`config.mk`:
```
export PLATFORM = sky130hd
export DESIGN_NAME = hdr_ddr_mode_ctrl
export DESIGN_NICKNAME = d
export VERILOG_FILES = /design/src/rtl/hdr_ddr_pkg.sv /design/src/rtl/hdr_ddr_crc5.sv /design/src/rtl/hdr_ddr_mode_ctrl.sv
export SDC_FILE = /design/constraint.sdc
export NUM_CORES = 1
export LEC_CHECK = 0
export CORE_MARGIN = 1.5
export CORE_UTILIZATION = 30
export CTS_BUF_LIST = sky130_fd_sc_hd__clkbuf_8
export CTS_CLUSTER_SIZE = 8
export DETAILED_ROUTE_END_ITERATION = 6
export GPL_TIMING_DRIVEN = 1
export PLACE_DENSITY_LB_ADDON = 0.2
export RECOVER_POWER = 25
export SYNTH_ARGS = -nofsm -noshare
export SYNTH_HDL_FRONTEND = slang
export SYNTH_SLANG_ARGS = --single-unit
export TNS_END_PERCENT = 1
```
`constraint.sdc`:
```
create_clock -name i_sys_clk -period 3 [get_ports i_sys_clk]
set_input_delay 0.9 -clock i_sys_clk [delete_from_list [all_inputs] [get_ports i_sys_clk]]
set_output_delay 0.9 -clock i_sys_clk [all_outputs]
set_load 0.05 [all_outputs]
```
`src/rtl/hdr_ddr_pkg.sv`:
```
// Shared HDR-DDR definitions: word preambles, CRC token/polynomial, controller
// state encoding, and the parity and CRC5 helpers used by controller and target.
package hdr_ddr_pkg;

  localparam logic [1:0] PRE_CMD   = 2'b01;
  localparam logic [1:0] PRE_DATA  = 2'b10;
  localparam logic [3:0] CRC_TOKEN = 4'hC;
  localparam logic [4:0] CRC_POLY  = 5'b00101;

  typedef enum logic [2:0] {
    ST_IDLE,
    ST_CMD,
    ST_WR_DATA,
    ST_RD_DATA,
    ST_CRC_TX,
    ST_CRC_RX,
    ST_TERM,
    ST_DONE
  } state_e;

  // {PA1, PA0}: PA1 covers odd payload bits, PA0 covers even bits and is inverted
  function automatic logic [1:0] ddr_parity(input logic [15:0] payload);
    logic odd_x;
    logic even_x;
    odd_x  = 1'b0;
    even_x = 1'b0;
    for (int i = 0; i < 16; i += 2) begin
      even_x ^= payload[i];
      odd_x  ^= payload[i+1];
    end
    return {odd_x, even_x ^ 1'b1};
  endfunction

  // x^5 + x^2 + 1, payload shifted in MSB first
  function automatic logic [4:0] crc5_update(input logic [4:0] crc, input logic [15:0] data);
    logic [4:0] c;
    logic       fb;
    c = crc;
    for (int i = 15; i >= 0; i--) begin
      fb = c[4] ^ data[i];
      c  = {c[3:0], 1'b0} ^ (fb ? CRC_POLY : 5'b00000);
    end
    return c;
  endfunction

endpackage

```
`src/rtl/hdr_ddr_crc5.sv`:
```
// CRC5 accumulator for HDR-DDR payloads: loads the seed on clear, folds one
// 16-bit payload per update cycle.
module hdr_ddr_crc5
  import hdr_ddr_pkg::*;
#(
  parameter logic [4:0] CRC_INIT = 5'b11111
) (
  input  logic        i_sys_clk,
  input  logic        i_sys_rst_n,
  input  logic        i_clear,
  input  logic        i_update,
  input  logic [15:0] i_data,
  output logic [4:0]  o_crc
);

  logic [4:0] crc_q;
  logic [4:0] crc_d;

  always_comb begin
    crc_d = crc_q;
    if (i_clear) begin
      crc_d = CRC_INIT;
    end else if (i_update) begin
      crc_d = crc5_update(crc_q, i_data);
    end
  end

  always_ff @(posedge i_sys_clk or negedge i_sys_rst_n) begin
    if (!i_sys_rst_n) begin
      crc_q <= CRC_INIT;
    end else begin
      crc_q <= crc_d;
    end
  end

  assign o_crc = crc_q;

endmodule

```
`src/rtl/hdr_ddr_mode_ctrl.sv`:
```
// HDR-DDR controller-side transfer sequencer: answers the HDR engine's enable with
// one command / data / CRC / terminate sequence at 20-bit word granularity.
module hdr_ddr_mode_ctrl
  import hdr_ddr_pkg::*;
#(
  parameter int         LEN_W    = 8,
  parameter logic [4:0] CRC_INIT = 5'b11111
) (
  input  logic             i_sys_clk,
  input  logic             i_sys_rst_n,
  input  logic             i_hdrmode_en,
  input  logic             i_TOC,
  input  logic             i_rnw,
  input  logic [6:0]       i_cmd_code,
  input  logic [6:0]       i_target_addr,
  input  logic [LEN_W-1:0] i_data_len,
  input  logic [15:0]      i_tx_data,
  output logic             o_tx_data_rd,
  output logic [19:0]      o_word,
  output logic             o_word_valid,
  input  logic             i_word_ready,
  input  logic [19:0]      i_rx_word,
  input  logic             i_rx_valid,
  output logic [15:0]      o_rx_data,
  output logic             o_rx_data_valid,
  output logic             o_restart_req,
  output logic             o_exit_req,
  input  logic             i_pattern_done,
  output logic             o_hdr_mode_done,
  output logic [2:0]       o_err_status
);

  state_e           state_q, state_d;
  logic             toc_q, toc_d;
  logic             rnw_q, rnw_d;
  logic [6:0]       code_q, code_d;
  logic [6:0]       addr_q, addr_d;
  logic [LEN_W-1:0] len_q, len_d;
  logic [LEN_W-1:0] cnt_q, cnt_d;
  logic             fetch_q, fetch_d;
  logic [15:0]      wdata_q, wdata_d;
  logic             req_q, req_d;
  logic [2:0]       err_q, err_d;
  logic [15:0]      rx_data_q, rx_data_d;
  logic             rx_vld_q, rx_vld_d;

  logic             crc_clr;
  logic             crc_upd;
  logic [15:0]      crc_din;
  logic [4:0]       crc;

  logic [15:0]      cmd_nopa;
  logic             pa_adj;
  logic [15:0]      cmd_payload;
  logic [LEN_W-1:0] cnt_inc;
  logic [1:0]       rx_pre;
  logic [15:0]      rx_pay;
  logic             go_term;
  logic             abort;

  // A read command steers its spare bit so that PA0 of the command word is 1
  assign cmd_nopa    = {rnw_q, code_q, addr_q, 1'b0};
  assign pa_adj      = rnw_q & (^(cmd_nopa & 16'h5555));
  assign cmd_payload = {rnw_q, code_q, addr_q, pa_adj};
  assign cnt_inc     = cnt_q + LEN_W'(1);
  assign rx_pre      = i_rx_word[19:18];
  assign rx_pay      = i_rx_word[17:2];

  hdr_ddr_crc5 #(
    .CRC_INIT (CRC_INIT)
  ) u_crc (
    .i_sys_clk   (i_sys_clk),
    .i_sys_rst_n (i_sys_rst_n),
    .i_clear     (crc_clr),
    .i_update    (crc_upd),
    .i_data      (crc_din),
    .o_crc       (crc)
  );

  always_comb begin
    state_d         = state_q;
    toc_d           = toc_q;
    rnw_d           = rnw_q;
    code_d          = code_q;
    addr_d          = addr_q;
    len_d           = len_q;
    cnt_d           = cnt_q;
    fetch_d         = fetch_q;
    wdata_d         = wdata_q;
    req_d           = req_q;
    err_d           = err_q;
    rx_data_d       = rx_data_q;
    rx_vld_d        = 1'b0;
    crc_clr         = 1'b0;
    crc_upd         = 1'b0;
    crc_din         = 16'h0000;
    o_word          = 20'h00000;
    o_word_valid    = 1'b0;
    o_tx_data_rd    = 1'b0;
    o_restart_req   = 1'b0;
    o_exit_req      = 1'b0;
    o_hdr_mode_done = 1'b0;
    go_term         = 1'b0;
    abort           = 1'b0;

    unique case (state_q)
      ST_IDLE: begin
        if (i_hdrmode_en) begin
          toc_d   = i_TOC;
          rnw_d   = i_rnw;
          code_d  = i_cmd_code;
          addr_d  = i_target_addr;
          len_d   = i_data_len;
          cnt_d   = '0;
          err_d   = 3'b000;
          crc_clr = 1'b1;
          state_d = ST_CMD;
        end
      end

      ST_CMD: begin
        o_word       = {PRE_CMD, cmd_payload, ddr_parity(cmd_payload)};
        o_word_valid = 1'b1;
        if (i_word_ready) begin
          crc_upd = 1'b1;
          crc_din = cmd_payload;
          if (!i_hdrmode_en) begin
            abort   = 1'b1;
            go_term = 1'b1;
          end else if (rnw_q) begin
            state_d = ST_RD_DATA;
          end else if (len_q == '0) begin
            state_d = ST_CRC_TX;
          end else begin
            fetch_d = 1'b1;
            state_d = ST_WR_DATA;
          end
        end
      end

      // Alternates a one-cycle payload pop with presenting that payload
      ST_WR_DATA: begin
        if (fetch_q) begin
          if (!i_hdrmode_en) begin
            abort   = 1'b1;
            go_term = 1'b1;
          end else begin
            o_tx_data_rd = 1'b1;
            wdata_d      = i_tx_data;
            fetch_d      = 1'b0;
          end
        end else begin
          o_word       = {PRE_DATA, wdata_q, ddr_parity(wdata_q)};
          o_word_valid = 1'b1;
          if (i_word_ready) begin
            crc_upd = 1'b1;
            crc_din = wdata_q;
            cnt_d   = cnt_inc;
            if (!i_hdrmode_en) begin
              abort   = 1'b1;
              go_term = 1'b1;
            end else if (cnt_inc == len_q) begin
              state_d = ST_CRC_TX;
            end else begin
              fetch_d = 1'b1;
            end
          end
        end
      end

      ST_RD_DATA: begin
        if (!i_hdrmode_en) begin
          abort   = 1'b1;
          go_term = 1'b1;
        end else if (i_rx_valid) begin
          if (rx_pre == PRE_DATA && cnt_q != len_q) begin
            if (ddr_parity(rx_pay) != i_rx_word[1:0]) begin
              err_d[0] = 1'b1;
            end
            crc_upd   = 1'b1;
            crc_din   = rx_pay;
            cnt_d     = cnt_inc;
            rx_vld_d  = 1'b1;
            rx_data_d = rx_pay;
          end else if (rx_pre == PRE_CMD && rx_pay[15:12] == CRC_TOKEN) begin
            if (rx_pay[11:7] != crc) begin
              err_d[1] = 1'b1;
            end
            go_term = 1'b1;
          end else begin
            err_d[2] = 1'b1;
            go_term  = 1'b1;
          end
        end
      end

      ST_CRC_TX: begin
        o_word       = {PRE_CMD, CRC_TOKEN, crc, 9'b0};
        o_word_valid = 1'b1;
        if (i_word_ready) begin
          go_term = 1'b1;
        end
      end

      ST_TERM: begin
        o_exit_req    = req_q & toc_q;
        o_restart_req = req_q & ~toc_q;
        req_d         = 1'b0;
        if (i_pattern_done) begin
          state_d = ST_DONE;
        end
      end

      ST_DONE: begin
        o_hdr_mode_done = 1'b1;
        if (!i_hdrmode_en) begin
          state_d = ST_IDLE;
        end
      end

      default: begin
        state_d = ST_IDLE;
      end
    endcase

    // Abort always ends with the exit pattern, whatever TOC the engine asked for
    if (abort) begin
      toc_d    = 1'b1;
      err_d[2] = 1'b1;
    end
    if (go_term) begin
      req_d   = 1'b1;
      state_d = ST_TERM;
    end
  end

  always_ff @(posedge i_sys_clk or negedge i_sys_rst_n) begin
    if (!i_sys_rst_n) begin
      state_q   <= ST_IDLE;
      toc_q     <= 1'b0;
      rnw_q     <= 1'b0;
      code_q    <= 7'h00;
      addr_q    <= 7'h00;
      len_q     <= '0;
      cnt_q     <= '0;
      fetch_q   <= 1'b0;
      wdata_q   <= 16'h0000;
      req_q     <= 1'b0;
      err_q     <= 3'b000;
      rx_data_q <= 16'h0000;
      rx_vld_q  <= 1'b0;
    end else begin
      state_q   <= state_d;
      toc_q     <= toc_d;
      rnw_q     <= rnw_d;
      code_q    <= code_d;
      addr_q    <= addr_d;
      len_q     <= len_d;
      cnt_q     <= cnt_d;
      fetch_q   <= fetch_d;
      wdata_q   <= wdata_d;
      req_q     <= req_d;
      err_q     <= err_d;
      rx_data_q <= rx_data_d;
      rx_vld_q  <= rx_vld_d;
    end
  end

  assign o_rx_data       = rx_data_q;
  assign o_rx_data_valid = rx_vld_q;
  assign o_err_status    = err_q;

endmodule

```
Word-level counts from Yosys, hierarchy flattened
Cells that the tools add are included.
{ "word_totals": {"regBits": 78, "in_bits": 66, "output_inout_bits": 45, "word_cells": 261} }
{ "op_classes": {"n_addsub": 1, "eq_ne": 42, "mux": 96, "bitwise_logic": 81, "n_reduce_logical": 25} }
{ "ops": {"columns": ["op", "n"], "rows": [
  ["2-to-1 mux 16 bit", 6],
  ["2-to-1 mux 3 bit", 31],
  ["XOR 5 bit", 16],
  ["case mux 20 bit (3 select lines)", 1],
  ["XOR 1 bit", 58],
  ["2-to-1 mux 8 bit", 6],
  ["case mux 16 bit (3 select lines)", 1],
  ["!= test 3 bit, second input constant", 14],
  ["2-to-1 mux 1 bit", 39],
  ["!= test 2 bit, second input constant", 14],
  ["case mux 8 bit (3 select lines)", 1],
  ["2-to-1 mux 20 bit", 1],
  ["case mux 3 bit (6 select lines)", 1],
  ["parity 16 bit", 1],
  ["AND reduction 7 bit", 2],
  ["AND reduction 6 bit", 2],
  ["nonzero test 2 bit", 6],
  ["2-to-1 mux 5 bit", 2],
  ["AND reduction 10 bit", 1],
  ["== test 3 bit, second input constant", 3],
  ["adder 8 x 1 -> 8 bit, second input constant", 1],
  ["== test 8 bit", 1],
  ["logical NOT 8 bit", 1],
  ["!= test 8 bit", 1],
  ["23 further kinds", 35]
]} }

Longest topological paths before layout
{ "logic_depth": {"depth_word": 56, "mapped_depth": 13, "depth_no_buf": 11} }

Hierarchy
A second synthesis with hierarchy kept.
{ "hier_totals": {"hier_cells": 478, "area_unflattened_um2": 4911.0} }
{ "modules_own_cells": {"columns": ["mod", "n_inst", "cells_each", "area_each_um2", "seq_area_each_um2"], "rows": [
  ["hdr_ddr_mode_ctrl", 1, 430, 4332.9, 1826.8],
  ["hdr_ddr_crc5", 1, 48, 578.1, 131.4]
]} }

Least setup slack after synthesis
Ideal clock, no wire load.
{ "synth_timing": {"path_kind": "input port to output port", "startpoint": "in i_hdrmode_en", "endpoint": "out o_tx_data_rd", "t_arrival_ns": 2.511, "slack_ns": -0.411, "cell_stages": 6, "path_buffers": 2, "path_cell_list": "clkbuf_1 inv_1 nor3_1 nand2_1 clkinv_1 buf_1"} }
{ "synth_via": {"elab_chain_cells": 3} }
{ "synth_lines": {"columns": ["item", "line_no", "rtl"], "rows": [
  ["start, declared", "hdr_ddr_mode_ctrl.sv:11", "input logic i_hdrmode_en,"],
  ["2-to-1 mux 1 bit", "hdr_ddr_mode_ctrl.sv:144", "if (!i_hdrmode_en) begin"],
  ["2-to-1 mux 1 bit", "hdr_ddr_mode_ctrl.sv:143", "if (fetch_q) begin"],
  ["2-to-1 mux 1 bit", "hdr_ddr_mode_ctrl.sv:106", "unique case (state_q)"],
  ["end, declared", "hdr_ddr_mode_ctrl.sv:18", "output logic o_tx_data_rd,"]
]} }
Every way passes these cells.

Worst setup path after layout
{ "layout_timing": {"startpoint": "reg cnt_q[3]", "endpoint": "reg u_crc.crc_q[2] (netlist: u_crc.o_crc[2])"} }
{ "layout_via": {"elab_chain_cells": 36, "word_cells_on_any_way": 57} }
{ "layout_lines": {"columns": ["item", "line_no", "rtl"], "rows": [
  ["start, declared", "hdr_ddr_mode_ctrl.sv:39", "logic [LEN_W-1:0] cnt_q, cnt_d;"],
  ["start signal, assigned", "hdr_ddr_mode_ctrl.sv:259", "cnt_q <= cnt_d;"],
  ["!= test 8 bit *", "hdr_ddr_mode_ctrl.sv:176", "if (rx_pre == PRE_DATA && cnt_q != len_q) begin"],
  ["logical AND 1 bit *", "hdr_ddr_mode_ctrl.sv:176", null],
  ["2-to-1 mux 16 bit", "hdr_ddr_mode_ctrl.sv:176", null],
  ["2-to-1 mux 16 bit", "hdr_ddr_mode_ctrl.sv:175", "end else if (i_rx_valid) begin"],
  ["2-to-1 mux 16 bit", "hdr_ddr_mode_ctrl.sv:172", "if (!i_hdrmode_en) begin"],
  ["case mux 16 bit (3 select lines)", "hdr_ddr_mode_ctrl.sv:106", null],
  ["XOR 1 bit", "hdr_ddr_pkg.sv:40", "fb = c[4] ^ data[i];"],
  ["2-to-1 mux 3 bit", "hdr_ddr_pkg.sv:41", "c = {c[3:0], 1'b0} ^ (fb ? CRC_POLY : 5'b00000);"],
  ["[... 18 more ...]", null, null],
  ["XOR 1 bit", "hdr_ddr_pkg.sv:40", null],
  ["2-to-1 mux 3 bit", "hdr_ddr_pkg.sv:41", null],
  ["XOR 5 bit (3 in a row)", "hdr_ddr_pkg.sv:41", null],
  ["XOR 1 bit", "hdr_ddr_pkg.sv:40", null],
  ["2-to-1 mux 3 bit", "hdr_ddr_pkg.sv:41", null],
  ["XOR 5 bit", "hdr_ddr_pkg.sv:41", null],
  ["2-to-1 mux 5 bit", "hdr_ddr_crc5.sv:23", "end else if (i_update) begin"],
  ["2-to-1 mux 5 bit", "hdr_ddr_crc5.sv:21", "if (i_clear) begin"],
  ["end signal, assigned", "hdr_ddr_crc5.sv:32", "crc_q <= crc_d;"],
  ["end, declared", "hdr_ddr_crc5.sv:16", "logic [4:0] crc_q;"]
]} }
Every way passes the cells marked *; elsewhere a longest branch is shown, timed or not. The select of a mux whose other input is x is not followed.
A chain may end at the register's enable or synchronous reset.

==> summary.md <==
| Metric | Value |
|---|---|
| Outcome | finished with violations |
| Violated checks | capacitance limit, slew limit, setup timing |
| Vias per cell | 4.94 |
| Die height | 136 µm |
| Clk root buf | clkbuf_8 |
| Clock sinks | 78 |
| Wire length of the first global-routing pass | between 20 and 30 mm |
| Die area | roughly 18000 µm² |
| Rel. slew slack | -0.151 |
| Crit path kind | register to register |
| I/O pins | roughly 110 |
| Core area | around 17000 µm² |
| P_leak | between 3 and 4 nW |
| Area growth syn-to-layout | 53.6% |
| Crit path launch type | register |
| Reg clk slew, reported paths | about 90 ps |
| Post-route setup slack | -165 ps |
| Post-route minimum period | between 3000 and 4000 ps |
| Worst min-delay path class | register to register |
| Clock Latency Late Sink | approximately 380 ps |
| Dpl cell area | around 7700 µm² |
| Syn_nets | around 670 |
| Register bit total from synthesis | around 80 |
| Final Instance Area | just over 8000 µm² |
| Fraction of final layout cells sized beyond drive strength 1 | 0.291 |
| CP required | approximately 3300 ps |
| CTS Buf Count | 9 |
| GP Congestion | roughly 0.9 |
| Maxcap violations | 1 |
| # DRC | 0 |
| Most used DFF post-synth | dfrtp_1 |
| Core Util, Final | 0.471 |
| # setup viols final | 5 |
| Number of buffers added on ports | 110 |
| Synth async-reset ratio | 1.00 |
| Final clock period utilization by the worst path | 1.06 |
| Drt first pass iters | 7 |
| Critical Path End Type | register |
| WL/cell | between 15 and 20 µm |
| Largest net degree at the start of global routing | 51 |
| Synth Cell Area | approximately 5300 µm² |
| Layout Nets | 873 |
| Areal power density over the cells | about 1200 nW/µm² |
| Post-route ant nets | 0 |
| Initial DRC count | 340 |
| Max Clock Freq | ~0.32 GHz |
| Worst slew pin tran | ~1700 ps |
| Grt total ovfl | 0 |
| CP Max Fanout | 6 |
| VDD IR max | 535 µV |
| Syn avg cell area | just under 9 µm² |
| Layout Skew | approximately 11 ps |
| GRT Util Overall | 0.203 |
| CTS tree | yes |
| Ant. Diodes | 0 |
| Vias in the first global route | about 5100 |
| RSZ-0062 raised after global routing | yes |
| Most frequent cells in the layout | nand2_1, buf_4, clkdlybuf4s50_1, dfrtp_1, xnor2_1 |
| Fin. Hold Viols | 0 |
| Place WS | -769 ps |
| Final Max Tran Viols | 30 |
| Post-Route WL | roughly 18 mm |
| Num rows | 48 |
| Arrival time at the worst endpoint | 3480 ps |
| Synth warnings | 0 |
| Post-synth EDFFs | 0 |
| Initial Util | 0.306 |
| Post-Syn Instances | just over 600 |
| H-tree depth reported by CTS | 3 |
| Sequential element share of the synthesized area | 0.371 |
| Die width | between 100 and 150 µm |
| Max Root-Sink Buffers | 2 |
| Dpl hpwl | around 14 mm |
| Most common cell after layout, fill and taps aside | nand2_1 |
| Detailed-route via count | between 5000 and 6000 |
| Yosys cell types | 74 |
| Total power | roughly 9.4 mW |
| Initial antenna violation count | 0 |
-- registers in the layout, indices dropped and copies added, names as in the netlist, 3 cells and up --
register      cells
code_q            7
o_err_status      3
addr_q            7
cnt_q             8
u_crc.o_crc       5
len_q             8
state_q           3
o_rx_data        16
wdata_q          16
-- worst paths after layout --
kind / start / endpoint / slack (ps) / cells after the start
max: cnt_q[3]$_DFFE_PN0P_ / u_crc.o_crc[2]$_DFFE_PN1P_ / -170 / 12
min reg2reg: o_rx_data[12]$_DFFE_PN0P_ / o_rx_data[12]$_DFFE_PN0P_ / 480 / 2
max in group asynchronous: i_sys_rst_n / code_q[3]$_DFFE_PN0P_ / 440 / 2
max reg2reg: cnt_q[3]$_DFFE_PN0P_ / u_crc.o_crc[2]$_DFFE_PN1P_ / -170 / 12
min in group asynchronous: i_sys_rst_n / len_q[1]$_DFFE_PN0P_ / 960 / 1
min: o_rx_data[12]$_DFFE_PN0P_ / o_rx_data[12]$_DFFE_PN0P_ / 480 / 2
-- critical path: stages (launching register included) --
cell and delay, ps:
dfrtp_1 430, xor2_1 170, or4_4 580, o21ai_4 210, inv_4 80, buf_4 150
a21boi_1 130, o21a_2 160, xor3_2 440, buf_4 170, xor2_4 150, xnor3_1 260
a21oi_2 140
-- power by group --
part / leakage [nW] / switching (mW) / internal, mW
logic: 2.42 / 3.25 / 3.31
clock network: 0.0914 / 0.436 / 0.385
registers: 0.975 / 0.537 / 1.53
-- per-stage QoR --
| stage | hold slack, ps | setup TNS [ps] | instances |
|---|---|---|---|
| after global placement | 458 | -4080 | 1013 |
| after global routing | 490 | -1180 | 1036 |
| final | 477 | -430 | 1036 |
| after floorplan | 471 | -1010 | 604 |
| after detailed placement | 460 | -4550 | 1013 |
| after CTS | 454 | -545 | 1036 |
-- repair_timing --
item                                    in CTS  in global routing
endpoints found under the setup margin      14                 21
hold buffers                                 0                  0
gates resized for setup                     32                 18
buffers inserted                             7                  0
pin swaps                                   21                  6
gates cloned                                 0                  0
-- layer usage --
layer	wire length, µm	share of wire	global-route usage	up-vias
met1	8540	0.48	0.290	2446
met2	8220	0.46	0.315	160
met4	170	0.0095	0.0472	0
met5	0	0	0	-
met3	986	0.055	0.0393	11
li1	-	-	-	2499
-- final cells by class --
class	count	area, µm²
Tap cell	225	282
Clock inverter	7	75.1
Inverter	14	55.1
Multi-Input combinational cell	474	3330
Timing Repair Buffer	229	2290
Clock buffer	9	124
Fill cell	1653	9130
Sequential cell	78	1960
-- cells in the mapped netlist (4+ instances only) --
library cell	n	share of area
a22o_1	9	0.015
inv_1	12	0.0085
buf_1	7	0.0050
a31oi_1	5	0.0059
nor3_1	10	0.0095
o211ai_1	11	0.016
and2_1	5	0.0059
nor2b_1	8	0.0095
buf_2	8	0.0076
nand2_1	132	0.094
nand4_1	5	0.0059
a22oi_1	16	0.023
o21ai_0	30	0.028
xnor2_1	56	0.093
nand3_1	11	0.010
xor2_1	25	0.041
clkbuf_1	22	0.016
or2_2	5	0.0059
nor2_1	30	0.021
dfrtp_1	73	0.35
and3_1	4	0.0047
xnor3_1	4	0.017
mux2_2	23	0.049
a21oi_1	19	0.018
dfstp_2	5	0.025
-- cell families (layout without fill, tap and decap cells) --
logic type / after synthesis / after routing / synth area share
fa+ha+maj: 1 / 1 / 0.00237
mux: 24 / 24 / 0.0509
simple gates: 232 / 232 / 0.203
xor+xnor: 88 / 88 / 0.162
compound gates: 129 / 129 / 0.171
buf+inv: 52 / 259 / 0.0396
flops: 78 / 78 / 0.371
(Power assumes the default switching activity.)
